<file path="src/rtl/song_reader.sv">
// song_reader: walks a song ROM and issues each note/duration to note_player with a one-cycle load pulse
module song_reader #(
  parameter int IDX_BITS = 5,
  parameter int SONG_BITS = 2
) (
  input  logic                          clk,
  input  logic                          reset,
  input  logic                          play,
  input  logic [SONG_BITS-1:0]          song,
  input  logic                          note_done,
  output logic [SONG_BITS+IDX_BITS-1:0] rom_addr,
  input  logic [11:0]                   rom_data,
  output logic [5:0]                    note_to_load,
  output logic [5:0]                    duration_to_load,
  output logic                          load_new_note,
  output logic                          song_done
);
  typedef enum logic [2:0] {IDLE, FETCH, LATCH, ISSUE, WAIT_DONE, DONE} state_t;
  state_t state;
  logic [IDX_BITS-1:0] idx;
  logic [SONG_BITS-1:0] current_song;
  assign rom_addr = {current_song, idx};
  always_ff @(posedge clk) begin
    if (reset) begin
      state <= IDLE;
      idx <= '0;
      current_song <= song;
      note_to_load <= '0;
      duration_to_load <= '0;
      load_new_note <= 1'b0;
      song_done <= 1'b0;
    end else if (song != current_song) begin
      state <= IDLE;
      idx <= '0;
      current_song <= song;
      load_new_note <= 1'b0;
      song_done <= 1'b0;
    end else begin
      load_new_note <= 1'b0;
      case (state)
        IDLE: state <= play ? FETCH : IDLE;
        FETCH: state <= LATCH;
        LATCH: begin
          if (rom_data[5:0] == 6'd0) begin
            state <= DONE;
            song_done <= 1'b1;
          end else begin
            note_to_load <= rom_data[11:6];
            duration_to_load <= rom_data[5:0];
            load_new_note <= 1'b1;
            state <= ISSUE;
          end
        end
        ISSUE: state <= WAIT_DONE;
        WAIT_DONE: begin
          if (note_done && &idx) begin
            state <= DONE;
            song_done <= 1'b1;
          end else if (note_done) begin
            idx <= idx + 1'b1;
            state <= IDLE;
          end
        end
        DONE: state <= DONE;
        default: state <= IDLE;
      endcase
    end
  end
endmodule

</file>
<file path="config.mk">
export PLATFORM = sky130hd
export DESIGN_NAME = song_reader
export DESIGN_NICKNAME = d
export VERILOG_FILES = /design/src/rtl/song_reader.sv
export SDC_FILE = /design/constraint.sdc
export NUM_CORES = 1
export LEC_CHECK = 0
export BUFFER_PORTS_ARGS = -buffer_cell sky130_fd_sc_hd__buf_4
export CAP_MARGIN = 0
export CORE_UTILIZATION = 40
export CTS_BUF_LIST = sky130_fd_sc_hd__clkbuf_16
export DETAILED_ROUTE_END_ITERATION = 8
export PLACE_DENSITY_LB_ADDON = 0.05
export REMOVE_ABC_BUFFERS = 1
export SYNTH_ARGS = -nofsm -noshare
export SYNTH_HDL_FRONTEND = slang
export SYNTH_SLANG_ARGS = --single-unit
</file>
<file path="constraint.sdc">
create_clock -name clk -period 4 [get_ports clk]
set_input_delay 0.8 -clock clk [delete_from_list [all_inputs] [get_ports clk]]
set_output_delay 0.8 -clock clk [all_outputs]
set_load 0.05 [all_outputs]
</file>
# --- Word-level counts from Yosys, hierarchy flattened ---
# Cells that the tools add are included.
word_totals:
  register_bits: 24
  input_bits: 18
  output_inout_bits: 21
  word_cells: 43
op_classes:
  add_sub_neg: 1
  eq_ne: 9
  mux: 11
  n_bitwise: 4
  n_reduce_logical: 11
ops:
  columns: ["operator", "n"]
  rows:
  - ["$pmux W3 S6", 1]
  - ["$mux W3", 3]
  - ["$reduce_and A3 Y1", 3]
  - ["$eq A3 B2 Y1 const B", 2]
  - ["$eq A3 B3 Y1 const B", 2]
  - ["$logic_not A6 Y1", 1]
  - ["$add A5 B1 Y5 const B", 1]
  - ["$reduce_and A5 Y1", 1]
  - ["$mux W1", 4]
  - ["$mux W2", 2]
  - ["$ne A2 B2 Y1 const B", 2]
  - ["$not A1 Y1", 4]
  - ["$reduce_bool A2 Y1", 2]
  - ["$eq A3 B1 Y1 const B", 1]
  - ["$logic_not A3 Y1", 1]
  - ["$ne A3 B3 Y1 const B", 1]
  - ["$reduce_or A3 Y1", 1]
  - ["$ne A2 B2 Y1", 1]
  - ["$pmux W1 S2", 1]
  - ["$reduce_or A2 Y1", 1]
  - ["$logic_and A1 B1 Y1", 1]

# --- Longest topological paths before layout ---
# Gate-level depths: netlist (run 1).
logic_depth:
  ltp_word: 4
  depth_mapped: 7

# --- Worst setup path after synthesis (run 1) ---
# No wires, ideal clock.
synth_path:
  kind: "in2reg"
  start: "in rom_data[2]"
  end: "reg duration_to_load[1]"
  setup_ns: 0.120
  arrival_ns: 1.867
  t_required_ns: 3.880
  setup_slack_ns: 2.013
  cell_stages: 5
  path_cell_list: "or4_4 -> nor3_4 -> nor3b_2 -> buf_6 -> mux2i_1"
synth_via:
  elab_chain_cells: 3
synth_lines:
  columns: ["element", "line_no", "text"]
  rows:
  - ["from (decl)", "12", "input logic [11:0] rom_data,"]
  - ["$logic_not A6 Y1", "44", "if (rom_data[5:0] == 6'd0) begin"]
  - ["$not A1 Y1 (no source line)", null, null]
  - ["$reduce_and A3 Y1 (no source line)", null, null]
  - ["to (signal assigned)", "49", "duration_to_load <= rom_data[5:0];"]
  - ["to (decl)", "14", "output logic [5:0] duration_to_load,"]
# Every way passes these cells.
# A chain may end at the register's enable or synchronous reset.

# --- Worst setup path after layout (run 1) ---
layout_path:
  start: "in song[1]"
  end: "reg note_to_load[1]"
layout_via:
  elab_chain_cells: 3
layout_lines:
  columns: ["element", "line_no", "text"]
  rows:
  - ["from (decl)", "9", "input logic [SONG_BITS-1:0] song,"]
  - ["$ne A2 B2 Y1", "32", "end else if (song != current_song) begin"]
  - ["$not A1 Y1 (no source line)", null, null]
  - ["$reduce_and A3 Y1 (no source line)", null, null]
  - ["to (signal assigned)", "48", "note_to_load <= rom_data[11:6];"]
  - ["to (decl)", "13", "output logic [5:0] note_to_load,"]
# Every way passes these cells.

==> impl_metrics.py, run 1 <==
metrics = {
    "critical_path": {
        "worst_setup_path_end_kind": "flop",
        "worst_setup_path_startpoint": "song[1]",
        "critPathKind": "in -> reg",
        "endpoint": "note_to_load[1]",
        "crit-reg2reg-capture": "note_to_load[1]",
        "crit-reg2reg-launch": "state[1]",
        "reg2reg_slack_ns": 1.89,
        "cp_data_arrival_time_ns": 2.35,
        "critPathRequiredTime_ns": 4.18,
        "max_fanout_on_critical_path": 12,
        "startpoint_type": "input pin",
        "r2r.worst_path.cells": 3,
    },
    "power_and_ir_drop": {
        "share_clk_of_total_power": 0.425,
        "power_dissipated_by_switching_net_loads_w": 0.000108,
        "p_int_w": 0.000402,
        "power.share.sequential": 0.486,
        "ir_worst_vdd_mv": 0.254,
        "power_leakage_nw": 0.591,
        "part_of_the_power_in_combinational_logic": 0.089,
        "netSwitchingFraction": 0.212,
        "cellPowerDensity_mw_per_mm2": 344,
    },
    "placement": {
        "port_buffers": 38,
        "detailedPlacementHpwl_mm": 1.48,
        "gp_congestion": 0.672,
        "dpl_worst_slack_ns": 1.52,
    },
    "die": {
        "die_area_mm2": 0.00298,
        "core_region_area_mm2": 0.00254,
        "floorplan.io_pins": 39,
        "die_w_um": 54.6,
        "placement_rows": 18,
        "die_height_um": 54.6,
        "initial_utilization": 0.435,
    },
    "timing": {
        "setup_total_negative_slack_ns": 0,
        "report.final.slew_viol_count": 0,
        "maxClockFrequency_mhz": 461,
        "max-slew-margin-rel": 0.227,
        "period_needed_ns": 2.17,
        "tightestPinTransition_ns": 1.15,
        "final_min_period_over_clock_period": 0.542,
        "hold_viol_final": 0,
        "fin_skew_ns": 0.00501,
        "setup_viol_count_final": 0,
        "grt_setup_unrepaired": "false",
        "post-route-worst-setup-slack_ns": 1.83,
    },
    "synth": {
        "yosys.area_share.xor_xnor": 0.0475,
        "synthMuxAreaShare": 0.127,
        "combinational_family_with_the_most_area_after_synthesis": "simple AND/OR/NAND/NOR gates",
        "synth_sequential_area_ratio": 0.452,
        "area_of_the_mapped_netlist_mm2": 0.00111,
        "post_synth_fa_ha_maj_area_fraction": 0.0226,
        "synth-seq-cells": 24,
        "synth_area_per_cell_um2": 10.2,
        "postSynthCellCount": 109,
        "synth_compound_area_frac": 0.0441,
        "synthSimpleGateAreaFrac": 0.277,
        "synth.distinct_cells": 28,
        "yosys_warnings": 0,
    },
    "global_routing": {
        "grt_usage": 0.154,
        "via_count_of_the_first_global_routing_pass": 760,
        "grt_overflow": 0,
        "grt_first_pass_wirelength_mm": 3.28,
        "antenna_found_initial": 0,
        "grt_start_max_net_pins": 26,
    },
    "detailed_routing": {
        "drcViolationCount": 0,
        "route.antenna.remaining_nets": 0,
        "routed-via-count": 844,
        "routed_wirelength_mm": 2.02,
        "drtIter0Drc": 7,
        "avgRoutedWirePerCell_um": 11.5,
        "drt-pass1-iter-count": 4,
        "detail_route.vias_per_cell": 4.80,
    },
    "cts": {
        "post_cts_hold_buffers": 0,
        "clk_latency_ns": 0.25,
        "clock-root-buffer": "sky130_fd_sc_hd__clkbuf_16",
        "cts_tree": "yes",
        "htree_num_levels": 1,
        "cts_resized": 0,
        "clk_transition_reported_paths_ns": 0.06,
        "ctsLongestPathBuffers": 2,
        "postCtsSetupRepairBufs": 0,
        "cts.sink_count": 24,
        "tritoncts.num_buffers": 3,
    },
    "worst_hold_path": {
        "min-delay-path-class": "reg -> reg",
    },
    "cells_and_area": {
        "syn2layout_area_growth_pct": 33.9,
        "layout.cells.most_common": "sky130_fd_sc_hd__buf_4",
        "share_of_post_route_cells_with_drive_strength_above_1": 0.315,
        "fillers": 239,
        "n_antenna_cell": 0,
        "layout.cells.most_common_list": "38 x sky130_fd_sc_hd__buf_4, 24 x sky130_fd_sc_hd__nand2b_1, 22 x sky130_fd_sc_hd__dfxtp_1",
        "fin_nets": 167,
    },
    "job": {
        "maxcap_viol_count": 0,
    },
    "status": {
        "status": "complete, no violations",
    },
}
cell usage after synthesis, drive strengths merged:
master | count | area [um2]
a211oi | 2 | 15.0
a21oi | 2 | 10.0
a221oi | 1 | 8.76
and2 | 1 | 6.26
and3 | 2 | 12.5
and4bb | 1 | 12.5
buf | 1 | 11.3
clkbuf | 4 | 15.0
dfxtp | 22 | 440
edfxtp | 2 | 60.1
ha | 2 | 25.0
inv | 2 | 7.51
mux2i | 14 | 140
nand2 | 2 | 7.51
nand2b | 24 | 150
nand3 | 2 | 10.0
nor2 | 9 | 33.8
nor3 | 2 | 21.3
nor3b | 3 | 27.5
o22ai | 1 | 6.26
o311ai | 1 | 8.76
or2 | 1 | 6.26
or2b | 1 | 7.51
or4 | 1 | 11.3
xnor2 | 4 | 35.0
xor2 | 2 | 17.5
cell type report:
class,instances,area [um2],area share
Multi-Input combinational cell,78,573,0.386
Clock inverter,1,3.75,0.00253
Inverter,2,7.51,0.00506
Timing Repair Buffer,38,285,0.192
Tap cell,30,37.5,0.0253
Sequential cell,24,500,0.338
Clock buffer,3,75.1,0.0506
routing by layer:
metal	wire length, um	share of wire	GRT usage	vias to the layer above
met4	27	0.013	0.0769	0
met5	0	0	0	-
met3	86	0.043	0.0250	2
met2	955	0.47	0.239	21
li1	-	-	-	446
met1	951	0.47	0.205	375
power by group through the flow:
| stage | logic, W | registers [W] | clock network [W] |
|---|---|---|---|
| CTS | 0.0000463 | 0.000248 | 0.000220 |
| global route | 0.0000494 | 0.000248 | 0.000230 |
| global placement | 0.0000454 | 0.000253 | 0 |
| detailed placement | 0.0000462 | 0.000253 | 0 |
| finish | 0.0000455 | 0.000248 | 0.000217 |
| floorplan | 0.0000162 | 0.000260 | 0 |
metrics by stage:
step / utilization / cells / total power [W] / cell area (um2) / hold WS (ns)
global placement: 0.552 / 172 / 0.000298 / 1400 / 0.461
finish: 0.583 / 176 / 0.000510 / 1480 / 0.476
CTS: 0.583 / 176 / 0.000514 / 1480 / 0.482
detailed placement: 0.552 / 172 / 0.000299 / 1400 / 0.466
global route: 0.583 / 176 / 0.000527 / 1480 / 0.504
floorplan: - / 104 / 0.000276 / 1080 / 0.490
worst max-delay path, cell delays in order:
cell                      delay (ns)
sky130_fd_sc_hd__buf_4          0.11
sky130_fd_sc_hd__xnor2_1        0.13
sky130_fd_sc_hd__nand2_1        0.09
sky130_fd_sc_hd__nor3b_2        0.94
sky130_fd_sc_hd__mux2i_1        0.27
cell families (layout without fill, tap and decap cells):
| kind of cell | Yosys count | in the layout |
|---|---|---|
| AO/OA/AOI/OAI | 7 | 7 |
| XOR/XNOR | 6 | 6 |
| adder cells (fa/ha/maj) | 2 | 2 |
| buffers and inverters | 7 | 44 |
| flip-flops | 24 | 24 |
| multiplexers | 14 | 14 |
| AND/OR/NAND/NOR | 49 | 49 |
flip-flops by register name, indices dropped and copies added (netlist names):
name	count
load_new_note	1
current_song	2
note_to_load	6
state	3
song_done	1
idx	5
duration_to_load	6
worst min path at each step:
stage / cells past startpoint / slack [ns] / to / start
after detailed placement: 2 / 0.47 / duration_to_load[4] / duration_to_load[4]
after global placement: 2 / 0.46 / note_to_load[3] / note_to_load[3]
after global routing: 2 / 0.50 / note_to_load[4] / note_to_load[4]
after CTS: 2 / 0.48 / note_to_load[0] / note_to_load[0]
after floorplan: 2 / 0.49 / state[2] / state[0]
final: 2 / 0.48 / note_to_load[0] / note_to_load[0]
(Power assumes the default switching activity.)
==> run 2, diff against run 1 <==
==> constraint.sdc (replaced) <==
create_clock -name clk -period 2 [get_ports clk]
set_input_delay 0.4 -clock clk [delete_from_list [all_inputs] [get_ports clk]]
set_output_delay 0.4 -clock clk [all_outputs]
set_load 0.05 [all_outputs]
==> run 2 against run 1 <==
Compared with the run above:
- count of clock-buffer cells in the layout unchanged
- clock power increased to 2.6 times the previous value
- via count increased by 1.5%
- flip-flop and latch count unchanged
- design area increased by 3.7%
- largest power group is now the clock network
==> impl_metrics.py, run 2 (synthesis results as in run 1) <==
metrics = {
    "cts": {
        "htree_num_levels": 1,
        "clk_latency_ns": 0.25,
        "tritoncts.num_buffers": 3,
        "clk_transition_reported_paths_ns": 0.06,
        "cts.sink_count": 24,
        "cts_resized": 1,
        "ctsLongestPathBuffers": 2,
        "cts_tree": "yes",
        "clock-root-buffer": "sky130_fd_sc_hd__clkbuf_16",
        "postCtsSetupRepairBufs": 0,
        "post_cts_hold_buffers": 0,
    },
    "die": {
        "die_w_um": 54.6,
        "placement_rows": 18,
        "initial_utilization": 0.435,
        "floorplan.io_pins": 39,
        "die_area_mm2": 0.00298,
        "core_region_area_mm2": 0.00254,
        "die_height_um": 54.6,
    },
    "critical_path": {
        "critical_path.slowest_cell": "sky130_fd_sc_hd__nor3b_4",
        "worst_setup_path_end_kind": "flop",
        "path_cells": "nor3b_1 > nor3b_4 > mux2i_1",
        "cpLargestDelayFamily": "simple AND/OR/NAND/NOR gates",
        "critical_path.n_buffers_inverters": 0,
        "cp_data_arrival_time_ns": 1.93,
        "max_fanout_on_critical_path": 12,
        "critPathKind": "reg -> reg",
        "critPathRequiredTime_ns": 2.18,
        "timing.critical_path.slowest_cell_delay_ns": 0.74,
        "startpoint_type": "flop",
    },
    "detailed_routing": {
        "routed_wirelength_mm": 1.93,
        "route.antenna.remaining_nets": 0,
        "detail_route.vias_per_cell": 4.79,
        "drtIter0Drc": 2,
        "routed-via-count": 857,
        "avgRoutedWirePerCell_um": 10.8,
        "drt-pass1-iter-count": 4,
        "drcViolationCount": 0,
    },
    "timing": {
        "setup_viol_count_final": 0,
        "fin_skew_ns": 0.00225,
        "hold_viol_final": 0,
        "setup_total_negative_slack_ns": 0,
        "post-route-worst-setup-slack_ns": 0.252,
        "maxClockFrequency_mhz": 572,
        "final_min_period_over_clock_period": 0.874,
        "tightestPinTransition_ns": 0.791,
        "max-slew-margin-rel": 0.472,
        "report.final.slew_viol_count": 0,
        "grt_setup_unrepaired": "false",
        "period_needed_ns": 1.75,
    },
    "cells_and_area": {
        "fin_nets": 170,
        "layout.cells.most_common_list": "41 x sky130_fd_sc_hd__buf_4, 24 x sky130_fd_sc_hd__nand2b_1, 22 x sky130_fd_sc_hd__dfxtp_1",
        "n_antenna_cell": 0,
        "syn2layout_area_growth_pct": 38.9,
        "layout.cells.most_common": "sky130_fd_sc_hd__buf_4",
        "reg.largest.list": "duration_to_load (6), note_to_load (6), idx (5)",
        "share_of_post_route_cells_with_drive_strength_above_1": 0.336,
        "post_layout_nonfiller_instances": 179,
        "fillers": 233,
    },
    "power_and_ir_drop": {
        "power_leakage_nw": 0.620,
        "ir_worst_vdd_mv": 0.830,
        "cellPowerDensity_mw_per_mm2": 750,
    },
    "global_routing": {
        "met3_usage_grt": 0.0556,
        "grt_overflow": 0,
        "antenna_found_initial": 0,
        "grt_start_max_net_pins": 26,
        "grt.met2_usage": 0.219,
        "grt_first_pass_wirelength_mm": 2.99,
        "globalRoute.busiestLayer": "met2",
        "via_count_of_the_first_global_routing_pass": 716,
        "grt_usage": 0.142,
        "use_met1": 0.183,
    },
    "placement": {
        "dp_cell_count": 175,
        "detailedPlacementHpwl_mm": 1.42,
        "dpl_worst_slack_ns": -0.104,
        "port_buffers": 38,
        "gp_congestion": 0.663,
    },
    "job": {
        "maxcap_viol_count": 0,
    },
    "status": {
        "status": "complete, no violations",
    },
    "worst_hold_path": {
        "min-delay-path-class": "in -> reg",
    },
}
run 2: layer usage:
| layer | part of all wire | up-vias |
|---|---|---|
| met5 | 0 | - |
| met4 | 0.0057 | 0 |
| met3 | 0.051 | 2 |
| met2 | 0.48 | 23 |
| met1 | 0.47 | 381 |
| li1 | - | 451 |
run 2: through the flow:
step | utilization | total power [W] | hold WS [ns] | cell area [um2]
2_1_floorplan | - | 0.000553 | 0.490 | 1080
5_1_grt | 0.604 | 0.00119 | 0.323 | 1540
6_report | 0.604 | 0.00115 | 0.335 | 1540
4_1_cts | 0.604 | 0.00116 | 0.330 | 1540
3_5_place_dp | 0.560 | 0.000601 | 0.466 | 1430
3_3_place_gp | 0.560 | 0.000599 | 0.461 | 1430
run 2: final timing paths:
path                   startpoint  slack (ns)                   to  cells after the start
hold reg to reg   note_to_load[0]        0.47      note_to_load[0]                      2
hold / removal            song[0]        0.33      current_song[0]                      1
setup / recovery         state[0]        0.25  duration_to_load[4]                      3
setup reg to reg         state[0]        0.25  duration_to_load[4]                      3
run 2: where the power goes:
group          switching (W)  internal, W
registers         0.00000365     0.000491
clock network       0.000166     0.000397
logic              0.0000477    0.0000478
total               0.000217     0.000936
run 2: final cells by class:
cell class	count	area (um2)	share of cell area
clock buffer	3	75.1	0.0488
clock inverter	1	30.0	0.0195
inverter	2	7.51	0.00488
multi-input combinational	78	579	0.377
sequential	24	500	0.325
tap	30	37.5	0.0244
timing repair buffer	41	308	0.200
run 2: worst register-to-register path: stages (launching register included):
cell and delay [ns]:
sky130_fd_sc_hd__dfxtp_1 0.31, sky130_fd_sc_hd__nor3b_1 0.34, sky130_fd_sc_hd__nor3b_4 0.74, sky130_fd_sc_hd__mux2i_1 0.27
